==> src/rtl/sram_burst_reader_pkg.sv <==
// rtl/sram_burst_reader_pkg.sv - shared state encodings, default sizes and credit helper for the SRAM burst reader
package sram_burst_reader_pkg;

  typedef enum logic [1:0] {
    RD_IDLE  = 2'd0,
    RD_ISSUE = 2'd1,
    RD_DRAIN = 2'd2
  } rd_state_e;

  localparam int DEF_DATA_WIDTH = 8;
  localparam int DEF_LANES      = 8;
  localparam int DEF_N_ENTRIES  = 1024;
  localparam int DEF_BEAT_W     = 8;

  // A new read may go out only if buffered + in-flight beats, less the one leaving now, stays under 2.
  function automatic logic has_credit(input logic [1:0] fifo_count,
                                      input logic       inflight,
                                      input logic       pop);
    return ({1'b0, fifo_count} + {2'b00, inflight}) < (3'd2 + {2'b00, pop});
  endfunction

endpackage

==> src/rtl/sram_burst_reader_sync_fifo2.sv <==
// rtl/sram_burst_reader_sync_fifo2.sv - two-entry synchronous FIFO with exposed head and occupancy
module sync_fifo2 #(
  parameter int W = 64
) (
  input  logic         clk_i,
  input  logic         rst_i,
  input  logic         push_i,
  input  logic [W-1:0] push_data_i,
  input  logic         pop_i,
  output logic [1:0]   count_o,
  output logic [W-1:0] head_o
);

  logic [W-1:0] mem_q [2];
  logic         wr_ptr_q;
  logic         rd_ptr_q;
  logic [1:0]   count_q;

  // Storage, pointers and occupancy; the owner never pushes when full nor pops when empty.
  always_ff @(posedge clk_i) begin
    if (rst_i) begin
      mem_q[0] <= '0;
      mem_q[1] <= '0;
      wr_ptr_q <= 1'b0;
      rd_ptr_q <= 1'b0;
      count_q  <= 2'd0;
    end else begin
      if (push_i) begin
        mem_q[wr_ptr_q] <= push_data_i;
        wr_ptr_q        <= ~wr_ptr_q;
      end
      if (pop_i) begin
        rd_ptr_q <= ~rd_ptr_q;
      end
      case ({push_i, pop_i})
        2'b10:   count_q <= count_q + 2'd1;
        2'b01:   count_q <= count_q - 2'd1;
        default: count_q <= count_q;
      endcase
    end
  end

  assign count_o = count_q;
  assign head_o  = mem_q[rd_ptr_q];

endmodule

==> src/rtl/sram_burst_reader.sv <==
// rtl/sram_burst_reader.sv - burst read initiator for the wide-read scratchpad; SRAM_RD_PERF_EN adds a stall counter
module sram_burst_reader
  import sram_burst_reader_pkg::*;
#(
  parameter int  DATA_WIDTH = DEF_DATA_WIDTH,
  parameter int  N_ENTRIES  = DEF_N_ENTRIES,
  parameter int  LANES      = DEF_LANES,
  parameter int  BEAT_W     = DEF_BEAT_W,
  localparam int AW         = $clog2(N_ENTRIES),
  localparam int OW         = DATA_WIDTH * LANES
) (
  input  logic              clk_i,
  input  logic              rst_i,
  input  logic              req_valid_i,
  output logic              req_ready_o,
  input  logic [AW-1:0]     req_base_i,
  input  logic [BEAT_W-1:0] req_beats_i,
  output logic              sram_en_o,
  output logic              sram_we_o,
  output logic [AW-1:0]     sram_addr_o,
  input  logic [OW-1:0]     sram_data_i,
  output logic              out_valid_o,
  input  logic              out_ready_i,
  output logic [OW-1:0]     out_data_o,
  output logic              out_last_o,
  output logic              busy_o
`ifdef SRAM_RD_PERF_EN
  ,
  output logic [31:0]       stall_cnt_o
`endif
);

  rd_state_e         state_q;
  rd_state_e         state_d;
  logic [AW-1:0]     addr_q;
  logic [BEAT_W-1:0] issue_cnt_q;
  logic [BEAT_W-1:0] pop_cnt_q;
  logic              inflight_q;
  logic [1:0]        fifo_count;
  logic [OW-1:0]     fifo_head;
  logic              fifo_nonempty;
  logic              accept;
  logic              pop;
  logic              issue;

  assign fifo_nonempty = (fifo_count != 2'd0);
  assign accept        = req_valid_i && (state_q == RD_IDLE);
  assign pop           = fifo_nonempty && out_ready_i;
  assign issue         = (state_q == RD_ISSUE) && (issue_cnt_q != '0) &&
                         has_credit(fifo_count, inflight_q, pop);

  // State register.
  always_ff @(posedge clk_i) begin
    if (rst_i) begin
      state_q <= RD_IDLE;
    end else begin
      state_q <= state_d;
    end
  end

  // Next state: zero-beat requests never leave IDLE; return to IDLE as the last beat leaves.
  always_comb begin
    state_d = state_q;
    case (state_q)
      RD_IDLE:  if (accept && (req_beats_i != '0)) state_d = RD_ISSUE;
      RD_ISSUE: if (issue && (issue_cnt_q == BEAT_W'(1))) state_d = RD_DRAIN;
      RD_DRAIN: if (pop && (pop_cnt_q == BEAT_W'(1))) state_d = RD_IDLE;
      default:  state_d = RD_IDLE;
    endcase
  end

  // Outputs decoded from state, credit and FIFO head.
  always_comb begin
    req_ready_o = (state_q == RD_IDLE);
    busy_o      = (state_q != RD_IDLE);
    sram_en_o   = issue;
    sram_we_o   = 1'b0;
    sram_addr_o = addr_q;
    out_valid_o = fifo_nonempty;
    out_data_o  = fifo_head;
    out_last_o  = fifo_nonempty && (pop_cnt_q == BEAT_W'(1));
  end

  // Burst bookkeeping: address walks by LANES and wraps naturally at the SRAM depth.
  always_ff @(posedge clk_i) begin
    if (rst_i) begin
      addr_q      <= '0;
      issue_cnt_q <= '0;
      pop_cnt_q   <= '0;
      inflight_q  <= 1'b0;
    end else begin
      inflight_q <= issue;
      if (accept) begin
        addr_q      <= req_base_i;
        issue_cnt_q <= req_beats_i;
        pop_cnt_q   <= req_beats_i;
      end else begin
        if (issue) begin
          addr_q      <= addr_q + AW'(LANES);
          issue_cnt_q <= issue_cnt_q - BEAT_W'(1);
        end
        if (pop) begin
          pop_cnt_q <= pop_cnt_q - BEAT_W'(1);
        end
      end
    end
  end

  sync_fifo2 #(
    .W (OW)
  ) u_fifo (
    .clk_i       (clk_i),
    .rst_i       (rst_i),
    .push_i      (inflight_q),
    .push_data_i (sram_data_i),
    .pop_i       (pop),
    .count_o     (fifo_count),
    .head_o      (fifo_head)
  );

`ifdef SRAM_RD_PERF_EN
  logic [31:0] stall_cnt_q;

  // Saturating count of cycles a beat waits on downstream; restarts with every request.
  always_ff @(posedge clk_i) begin
    if (rst_i || accept) begin
      stall_cnt_q <= '0;
    end else if (fifo_nonempty && !out_ready_i && (stall_cnt_q != '1)) begin
      stall_cnt_q <= stall_cnt_q + 32'd1;
    end
  end

  assign stall_cnt_o = stall_cnt_q;
`endif

endmodule

==> config.mk <==
export PLATFORM = sky130hd
export DESIGN_NAME = sram_burst_reader
export DESIGN_NICKNAME = d
export VERILOG_FILES = /design/src/rtl/sram_burst_reader_pkg.sv /design/src/rtl/sram_burst_reader_sync_fifo2.sv /design/src/rtl/sram_burst_reader.sv
export SDC_FILE = /design/constraint.sdc
export NUM_CORES = 1
export LEC_CHECK = 0
export BUFFER_PORTS_ARGS = -buffer_cell sky130_fd_sc_hd__buf_2
export CORE_MARGIN = 5
export CORE_UTILIZATION = 54
export DETAILED_ROUTE_END_ITERATION = 6
export PLACE_DENSITY_LB_ADDON = 0.15
export SYNTH_ARGS = -nofsm -noshare
export SYNTH_HDL_FRONTEND = slang
export SYNTH_SLANG_ARGS = --single-unit
==> constraint.sdc <==
create_clock -name clk_i -period 7.7 [get_ports clk_i]
set_input_delay 2.31 -clock clk_i [delete_from_list [all_inputs] [get_ports clk_i]]
set_output_delay 2.31 -clock clk_i [all_outputs]
set_load 0.02 [all_outputs]
Yosys cells after proc, flatten, opt, wreduce, memory -nomap -nowiden
Memories as Yosys holds them, arrays and structs flattened. A register that Yosys moved wholly into a read port is not among the register bits.
Index checks and enable logic that the tools add are counted.
- memories: 1
- register bits after elaboration: 33
- bits of input ports: 86
- logic and storage cells: 67
- bits in writable memories: 128
- memory list (name ; words ; width ; rd ports ; clocked after memory_dff ; write ports ; line ; source):
    u_fifo.mem_q ; 2 ; 64 ; 1 ; 1 ; 2 ; sram_burst_reader_sync_fifo2.sv:14 ; logic [W-1:0] mem_q [2];
- equality and inequality tests: 9
- muxes and demuxes: 21
- add/subtract/negate cells: 7
- bitwise logic cells: 2
- reductions and logical operators: 18
- magnitude comparators: 1
- operator list (operator ; count):
    2-to-1 mux 64 bit ; 1
    OR reduction 64 bit ; 1
    2-to-1 mux 8 bit ; 4
    2-to-1 mux 10 bit ; 2
    equality test 8 x 1 -> 1 bit (second input constant) ; 2
    nonzero test 8 bit ; 2
    subtractor 8 x 1 -> 8 bit (second input constant) ; 2
    adder 10 x 4 -> 10 bit (second input constant) ; 1
    nonzero test 2 bit ; 5
    2-to-1 mux 1 bit ; 9
    logical AND 1 bit ; 8
    2-to-1 mux 2 bit ; 3
    one-hot mux 2 bit (3 select lines) ; 1
    equality test 2 x 1 -> 1 bit (second input constant) ; 2
    equality test 2 bit (second input constant) ; 2
    inequality test 2 x 1 -> 1 bit (second input constant) ; 2
    one-hot mux 2 bit (2 select lines) ; 1
    adder 2 x 1 -> 3 bit ; 1
    adder 2 x 1 -> 3 bit (first input constant) ; 1
    < comparator 3 bit ; 1
    AND reduction 3 bit ; 1
    adder 2 x 1 -> 2 bit (second input constant) ; 1
    logical NOT 2 bit ; 1
    inequality test 2 bit (second input constant) ; 1
    2 further kinds ; 3

Depth between registers and ports, before layout
Gate-level depths: netlist (run 1).
- depth in word-level cells: 8
- depth in mapped cells: 9
- mapped depth without buffers: 8

By module
From an unflattened synthesis (run 1), not the netlist that was laid out.
- cell total of the unflattened synthesis: 633
- area, all modules: 7473.4 um^2
- by module, submodules not included (module ; area each (um^2) ; cells an instance ; instances ; sequential area each (um^2)):
    sync_fifo2 ; 5819.3 ; 435 ; 1 ; 3943.8
    sram_burst_reader ; 1654.1 ; 198 ; 1 ; 580.6

Worst setup path after synthesis (run 1)
Ideal clock, no wire load.
- path kind: input port to flip-flop
- start point: input port rst_i
- end point: memory u_fifo.mem_q[0][0] (enable)
- path slack: 1.839 ns
- arrival time: 4.816 ns
- data required time: 6.655 ns
- stages on the path: 4
- library setup time: 1.045 ns
- buffers on the path: 2
- cells stage by stage: clkbuf_1 -> inv_1 -> clkbuf_1 -> o21ai_0
- RTL lines (element ; line ; source):
    from (decl) ; sram_burst_reader.sv:13 ; input logic rst_i,
    to (decl) ; sram_burst_reader_sync_fifo2.sv:14 ;

Worst setup path after layout (run 1)
- start point: input port out_ready_i
- end point: output port sram_en_o
- longest elaborated chain between the ends: 4
- RTL lines (element ; line ; source):
    from (decl) ; sram_burst_reader.sv:23 ; input logic out_ready_i,
    logical AND 1 bit ; sram_burst_reader.sv:48 ; assign pop = fifo_nonempty && out_ready_i;
    adder 2 x 1 -> 3 bit ; sram_burst_reader_pkg.sv:19 ; return ({1'b0, fifo_count} + {2'b00, inflight}) < (3'd2 + {2'b00, pop});
    < comparator 3 bit ; sram_burst_reader_pkg.sv:19 ;
    logical AND 1 bit ; sram_burst_reader.sv:49 ; assign issue = (state_q == RD_ISSUE) && (issue_cnt_q != '0) &&
    to (decl) ; sram_burst_reader.sv:18 ; output logic sram_en_o,
Every way passes these cells.

==> flow_metrics.env, run 1 <==
export IMPL_relSlewSlack_pct=29.1
export IMPL_synth_area_top_cells="edfxtp_1 53%, and2_1 11%, mux2_2 9.9%"
export IMPL_ant_nets=0
export IMPL_async_reset_ff_share_pct=0
export IMPL_max_stage_delay_ns=0.47
export IMPL_crit_family="buffers and inverters"
export IMPL_whs_path_depth=2
export IMPL_antenna_cells=0
export IMPL_ys_ff_latch=162
export IMPL_nNetsFinal=818
export IMPL_antenna_found_initial=0
export IMPL_rows=42
export IMPL_fin_tns_setup_ns=0
export IMPL_nFillCells=1011
export IMPL_core_area_sq_um=13200
export IMPL_hold_buffers=0
export IMPL_clk_latency_ns=0.41
export IMPL_syn_cell_area_sq_um=7290
export IMPL_critPathRequiredTime_ns=5.39
export IMPL_gr_usage_all_layers_pct=19.8
export IMPL_clock_sinks=162
export IMPL_initial_core_util_pct=55.0
export IMPL_hold_end="sram_addr_o[0]"
export IMPL_fin_crit_sh_pct=79.3
export IMPL_syn_to_final_growth_pct=21.8
export IMPL_synthesis_nets=663
export IMPL_max_freq_mhz=164
export IMPL_drtPass1Iterations=5
export IMPL_avgSynthCellArea_sq_um=12.8
export IMPL_postCtsSetupBuffers=0
export IMPL_grt_pass1_wl_mm=25.0
export IMPL_overflow=0
export IMPL_p_leak_nw=3.68
export IMPL_vias_per_cell=5.36
export IMPL_crit_slowest_cell="or3_4"
export IMPL_cts_buffers=17
export IMPL_powerDensity_nw_per_um2=270
export IMPL_seq_area_frac_synth_pct=62.1
export IMPL_slew_violations=0
export IMPL_r2r_slack_ns=4.57
export IMPL_cts_max_level=4
export IMPL_crit_chain="buf_2, o21ai_2, o21a_4, or3_4, inv_1, buf_2"
export IMPL_wl_per_cell_um=17.0
export IMPL_critPathLaunchType="input pin"
export IMPL_synth_top_area_share_pct=52.7
export IMPL_outcome="complete, no violations"
export IMPL_routabilityCongestion=0.871
export IMPL_yosys_cell_types_count=46
export IMPL_drt_iter0_drc=302
export IMPL_ir_drop_uv=133
export IMPL_clkTransAtPathRegs_ns=0.06
export IMPL_drv_cap=0
export IMPL_cts_tree="built"
export IMPL_clock_skew_ns=0.00668
export IMPL_vias=4890
export IMPL_worstMarginPinSlew_ns=1.06
export IMPL_min_delay_start="sram_addr_o[0]"
export IMPL_fin_crit_ns=6.10
export IMPL_finalHoldViolations=0
export IMPL_cp_num_buf_inv=3
export IMPL_yosysWarnings=0
export IMPL_multi_input_area_sq_um=2600
export IMPL_cp_end_kind="primary output"
export IMPL_chipWidth_um=126
export IMPL_finalSetupViolCount=0
export IMPL_root_buffer="clkbuf_16"
export IMPL_layout_drive_gt1_share_pct=36.8
export IMPL_io_buffers=164
export IMPL_drc=0
export IMPL_final_area_sq_um=8870
export IMPL_critPathKind="input pin to primary output"
export IMPL_cts_max_path_buffers=2
export IMPL_wl_mm=15.5
export IMPL_hpwl_mm=10.2
export IMPL_layout_area_seq_sq_um=4530
export IMPL_r2r_end="u_fifo.mem_q[1][40]"
export IMPL_grt_max_degree=66
export IMPL_r2r_cells=3
export IMPL_synth_edff_count=128
export IMPL_hold_class="flip-flop to flip-flop"
export IMPL_first_global_vias=5105
export IMPL_die_h_um=126
export IMPL_worst_ep_arrival_time_ns=3.79
export IMPL_rsz0062_at_grt="false"
export IMPL_ys_flop_type="edfxtp_1"
export IMPL_place_area_sq_um=8250
export IMPL_die_area_sq_um=15900
export IMPL_ctsResizeCount=0
export IMPL_synth_area_leader_cell="edfxtp_1"
export IMPL_pin_count=166
export IMPL_cp_max_fo=15
export IMPL_reg2reg_from="u_fifo.wr_ptr_q"
export IMPL_netlist_instances=568
export IMPL_cpMostUsedCell="buf_2"
==> state kept, by name (all words and copies together) (netlist names), named ones only <==
signal / count
inflight_q: 1
issue_cnt_q: 8
pop_cnt_q: 8
sram_addr_o: 10
state_q: 2
u_fifo.count_o: 2
u_fifo.mem_q: 128
u_fifo.rd_ptr_q: 1
u_fifo.wr_ptr_q: 1
==> per-stage QoR <==
| stage | utilization (%) | hold slack (ns) | instances | power [W] | setup WS, ns |
|---|---|---|---|---|---|
| CTS | 67.0 | 0.468 | 912 | 0.00242 | 1.62 |
| floorplan | - | 0.481 | 568 | 0.00139 | 1.84 |
| detailed placement | 62.3 | 0.456 | 880 | 0.00153 | 1.62 |
| global placement | 62.3 | 0.446 | 880 | 0.00152 | 1.66 |
| global route | 67.0 | 0.491 | 912 | 0.00250 | 1.50 |
| finish | 67.0 | 0.462 | 912 | 0.00240 | 1.60 |
==> cell usage after synthesis (all sizes together), types with 3 or more instances <==
master	number
a21oi	14
or2	3
nor4	7
dfxtp	34
buf	3
and3	4
nand2	20
xnor2	6
mux2	64
nor3	11
and2	129
ha	9
edfxtp	128
a31oi	4
nor2	21
o211ai	5
inv	14
or4	6
o21ai	10
or3	4
clkbuf	29
nand3	7
a211oi	4
nand4	5
==> how the worst max path moves through the flow <==
stage,start,to,slack (ns),depth (start not counted)
detailed placement,out_ready_i,sram_en_o,1.62,6
floorplan,rst_i,u_fifo.mem_q[0][0],1.84,4
global route,out_ready_i,sram_en_o,1.50,6
global placement,out_ready_i,sram_en_o,1.66,6
finish,out_ready_i,sram_en_o,1.60,6
CTS,out_ready_i,sram_en_o,1.62,6
==> area by class of cell <==
type	count	share of cell area, %
flip-flops and latches	162	51.0
multi-input cells	359	29.3
inverters	15	0.634
clock inverters	12	2.11
well taps	176	2.48
repair buffers	168	9.59
clock buffers	20	4.92
==> kinds of logic after synthesis <==
family / Yosys count / share of synthesized area, %
other: 1 / 0.0515
DFF: 162 / 62.1
adders and majority gates: 9 / 1.55
muxes: 66 / 10.2
buffers and inverters: 47 / 2.51
AOI/OAI and AO/OA: 54 / 5.12
and+or+nand+nor: 221 / 17.6
xor gates and xnor gates: 8 / 0.962
==> report_power, final <==
part           leakage, nW  internal, W  switching, W
registers             1.61      0.00101     0.0000350
logic                 1.77     0.000189      0.000279
clock network        0.299     0.000571      0.000312
total                 3.68      0.00177      0.000626
==> routing by layer <==
metal / routed length (um) / global-route usage (%) / share of wire (%)
met5: 0 / 0 / 0
met3: 986 / 4.83 / 6.4
met1: 6220 / 23.9 / 40
met4: 205 / 6.62 / 1.3
met2: 8110 / 35.0 / 52
==> layout by cell type, fill, tap and decap left out, types with 6 or more instances in the layout <==
cell	n
xnor2_1	6
inv_1	14
buf_2	164
o21ai_0	8
and2_1	129
nor2_1	21
nand3_1	7
ha_1	9
nand2_1	20
dfxtp_1	33
nor3_1	10
nor4_1	7
mux2_2	64
clkbuf_16	17
a21oi_1	14
edfxtp_1	128
==> tightest hold or removal path, stage by stage, from the launching register on <==
cell	delay, ns
dfxtp_1	0.31
nand2_1	0.05
a21oi_1	0.05
(Power assumes the default switching activity.)
==> run 2, diff against run 1 <==
==> constraint.sdc (replaced) <==
create_clock -name clk_i -period 6.3 [get_ports clk_i]
set_input_delay 1.89 -clock clk_i [delete_from_list [all_inputs] [get_ports clk_i]]
set_output_delay 1.89 -clock clk_i [all_outputs]
set_load 0.02 [all_outputs]
==> run 2 against run 1 <==
  * First-iteration DRC count up 23%
  * Critical path depth unchanged
  * Clock skew up 0.0012 ns
  * Sequential share of layout area up 0.12 points
  * Global-route usage up 0.062 points
  * Worst setup slack worse by 0.54 ns
  * Sequential cell count unchanged
  * Cell count up 0.11%
  * Largest cell class unchanged
==> flow_metrics.env, run 2 (synthesis results as in run 1) <==
export IMPL_ir_drop_uv=166
export IMPL_hold_class="flip-flop to flip-flop"
export IMPL_p_leak_nw=3.68
export IMPL_crit_chain="buf_2, o21ai_2, o21a_4, or3_4, inv_1, buf_2"
export IMPL_outcome="complete, no violations"
export IMPL_regMostFlops="u_fifo.mem_q"
export IMPL_initial_core_util_pct=55.0
export IMPL_rows=42
export IMPL_clk_latency_ns=0.41
export IMPL_grt_pass1_wl_mm=25.2
export IMPL_slew_violations=0
export IMPL_cpMostUsedCell="buf_2"
export IMPL_crit_slowest_cell="or3_4"
export IMPL_largest_reg_flops=128
export IMPL_clock_skew_ns=0.00791
export IMPL_total_power_w=0.00287
export IMPL_rsz0062_at_grt="false"
export IMPL_worstMarginPinSlew_ns=1.17
export IMPL_routabilityCongestion=0.882
export IMPL_postCtsSetupBuffers=0
export IMPL_drt_iter0_drc=371
export IMPL_drv_cap=0
export IMPL_root_buffer="clkbuf_16"
export IMPL_critPathLaunchType="input pin"
export IMPL_ant_nets=0
export IMPL_ctsResizeCount=0
export IMPL_cts_max_level=4
export IMPL_pwr_share_comb_pct=18.9
export IMPL_antenna_cells=0
export IMPL_whs_ns=0.463
export IMPL_first_global_vias=5140
export IMPL_hold_buffers=0
export IMPL_final_cell_mix="164 x buf_2, 129 x and2_1, 128 x edfxtp_1"
export IMPL_fin_crit_sh_pct=83.3
export IMPL_die_area_sq_um=15900
export IMPL_cp_end_kind="primary output"
export IMPL_grt_max_degree=65
export IMPL_clkPwrFrac_pct=35.6
export IMPL_swShare_pct=26.4
export IMPL_seqPwrFrac_pct=45.5
export IMPL_fin_crit_ns=5.25
export IMPL_cp_num_buf_inv=3
export IMPL_gr_usage_all_layers_pct=19.9
export IMPL_overflow=0
export IMPL_nFillCells=1023
export IMPL_core_area_sq_um=13200
export IMPL_hpwl_mm=9.92
export IMPL_worst_ep_arrival_time_ns=3.36
export IMPL_max_stage_delay_ns=0.47
export IMPL_critPathKind="input pin to primary output"
export IMPL_wl_mm=15.4
export IMPL_syn_to_final_growth_pct=21.5
export IMPL_wl_per_cell_um=16.9
export IMPL_critPathRequiredTime_ns=4.41
export IMPL_layout_drive_gt1_share_pct=36.9
export IMPL_cts_max_path_buffers=2
export IMPL_io_buffers=164
export IMPL_clkTransAtPathRegs_ns=0.05
export IMPL_cp_max_fo=15
export IMPL_cts_buffers=17
export IMPL_layout_commonest_cell="buf_2"
export IMPL_powerDensity_nw_per_um2=324
export IMPL_clock_sinks=162
export IMPL_max_freq_mhz=191
export IMPL_die_h_um=126
export IMPL_antenna_found_initial=0
export IMPL_vias_per_cell=5.32
export IMPL_place_area_sq_um=8260
export IMPL_finalHoldViolations=0
export IMPL_drc=0
export IMPL_relSlewSlack_pct=22.1
export IMPL_vias=4857
export IMPL_cts_tree="built"
export IMPL_p_switching_w=0.000758
export IMPL_drtPass1Iterations=4
export IMPL_p_int_w=0.00211
export IMPL_chipWidth_um=126
export IMPL_finalSetupViolCount=0
export IMPL_nNetsFinal=819
export IMPL_final_area_sq_um=8850
export IMPL_crit_family="buffers and inverters"
export IMPL_pin_count=166
export IMPL_fin_tns_setup_ns=0
run 2: changes by cell type in the layout (fill, tap and decap cells not counted), sizes merged:
cell      change
clkbuf        +8
clkinvlp      -2
buf           +1
clkinv        -3
bufinv        -3
run 2: final cells by class:
class | instances | area (sq um) | share of cell area, %
Clock buffer | 28 | 527 | 5.95
Clock inverter | 4 | 70.1 | 0.791
Inverter | 15 | 56.3 | 0.636
Multi-Input combinational cell | 359 | 2600 | 29.3
Sequential cell | 162 | 4530 | 51.1
Tap cell | 176 | 220 | 2.49
Timing Repair Buffer | 169 | 858 | 9.69
run 2: per-stage QoR:
stage | setup WS [ns] | instances | util (%)
after floorplan | 0.782 | 568 | -
after global placement | 1.10 | 881 | 62.4
after detailed placement | 1.06 | 881 | 62.4
after CTS | 1.06 | 913 | 66.9
after global routing | 0.940 | 913 | 66.9
final | 1.05 | 913 | 66.9
run 2: power by group through the flow:
stage	Combinational (W)	Clock (W)	Sequential (W)
2_1_floorplan	0.000394	0	0.00130
3_3_place_gp	0.000540	0	0.00132
3_5_place_dp	0.000546	0	0.00133
4_1_cts	0.000550	0.00104	0.00131
5_1_grt	0.000592	0.00109	0.00132
6_report	0.000543	0.00102	0.00131
run 2: final timing paths:
kind | start | end | slack, ns | depth (start not counted)
hold / removal | sram_addr_o[0] | sram_addr_o[0] | 0.46 | 2
hold reg to reg | sram_addr_o[0] | sram_addr_o[0] | 0.46 | 2
setup / recovery | out_ready_i | sram_en_o | 1.05 | 6
setup reg to reg | u_fifo.count_o[0] | sram_addr_o[6] | 3.92 | 7
run 2: layer usage:
layer,track usage (%),vias to the layer above,routed length (um)
met5,0,-,0
met3,4.49,10,798
met4,7.57,0,149
li1,-,2347,-
met1,24.4,2377,6470
met2,34.5,123,7990
run 2: worst register-to-register path: stages (launching register included):
cell and delay [ns]:
dfxtp_1 0.48, ha_1 0.22, ha_1 0.23, o21a_4 0.14
or3_4 0.47, inv_1 0.35, nor3_1 0.12, a211o_1 0.26
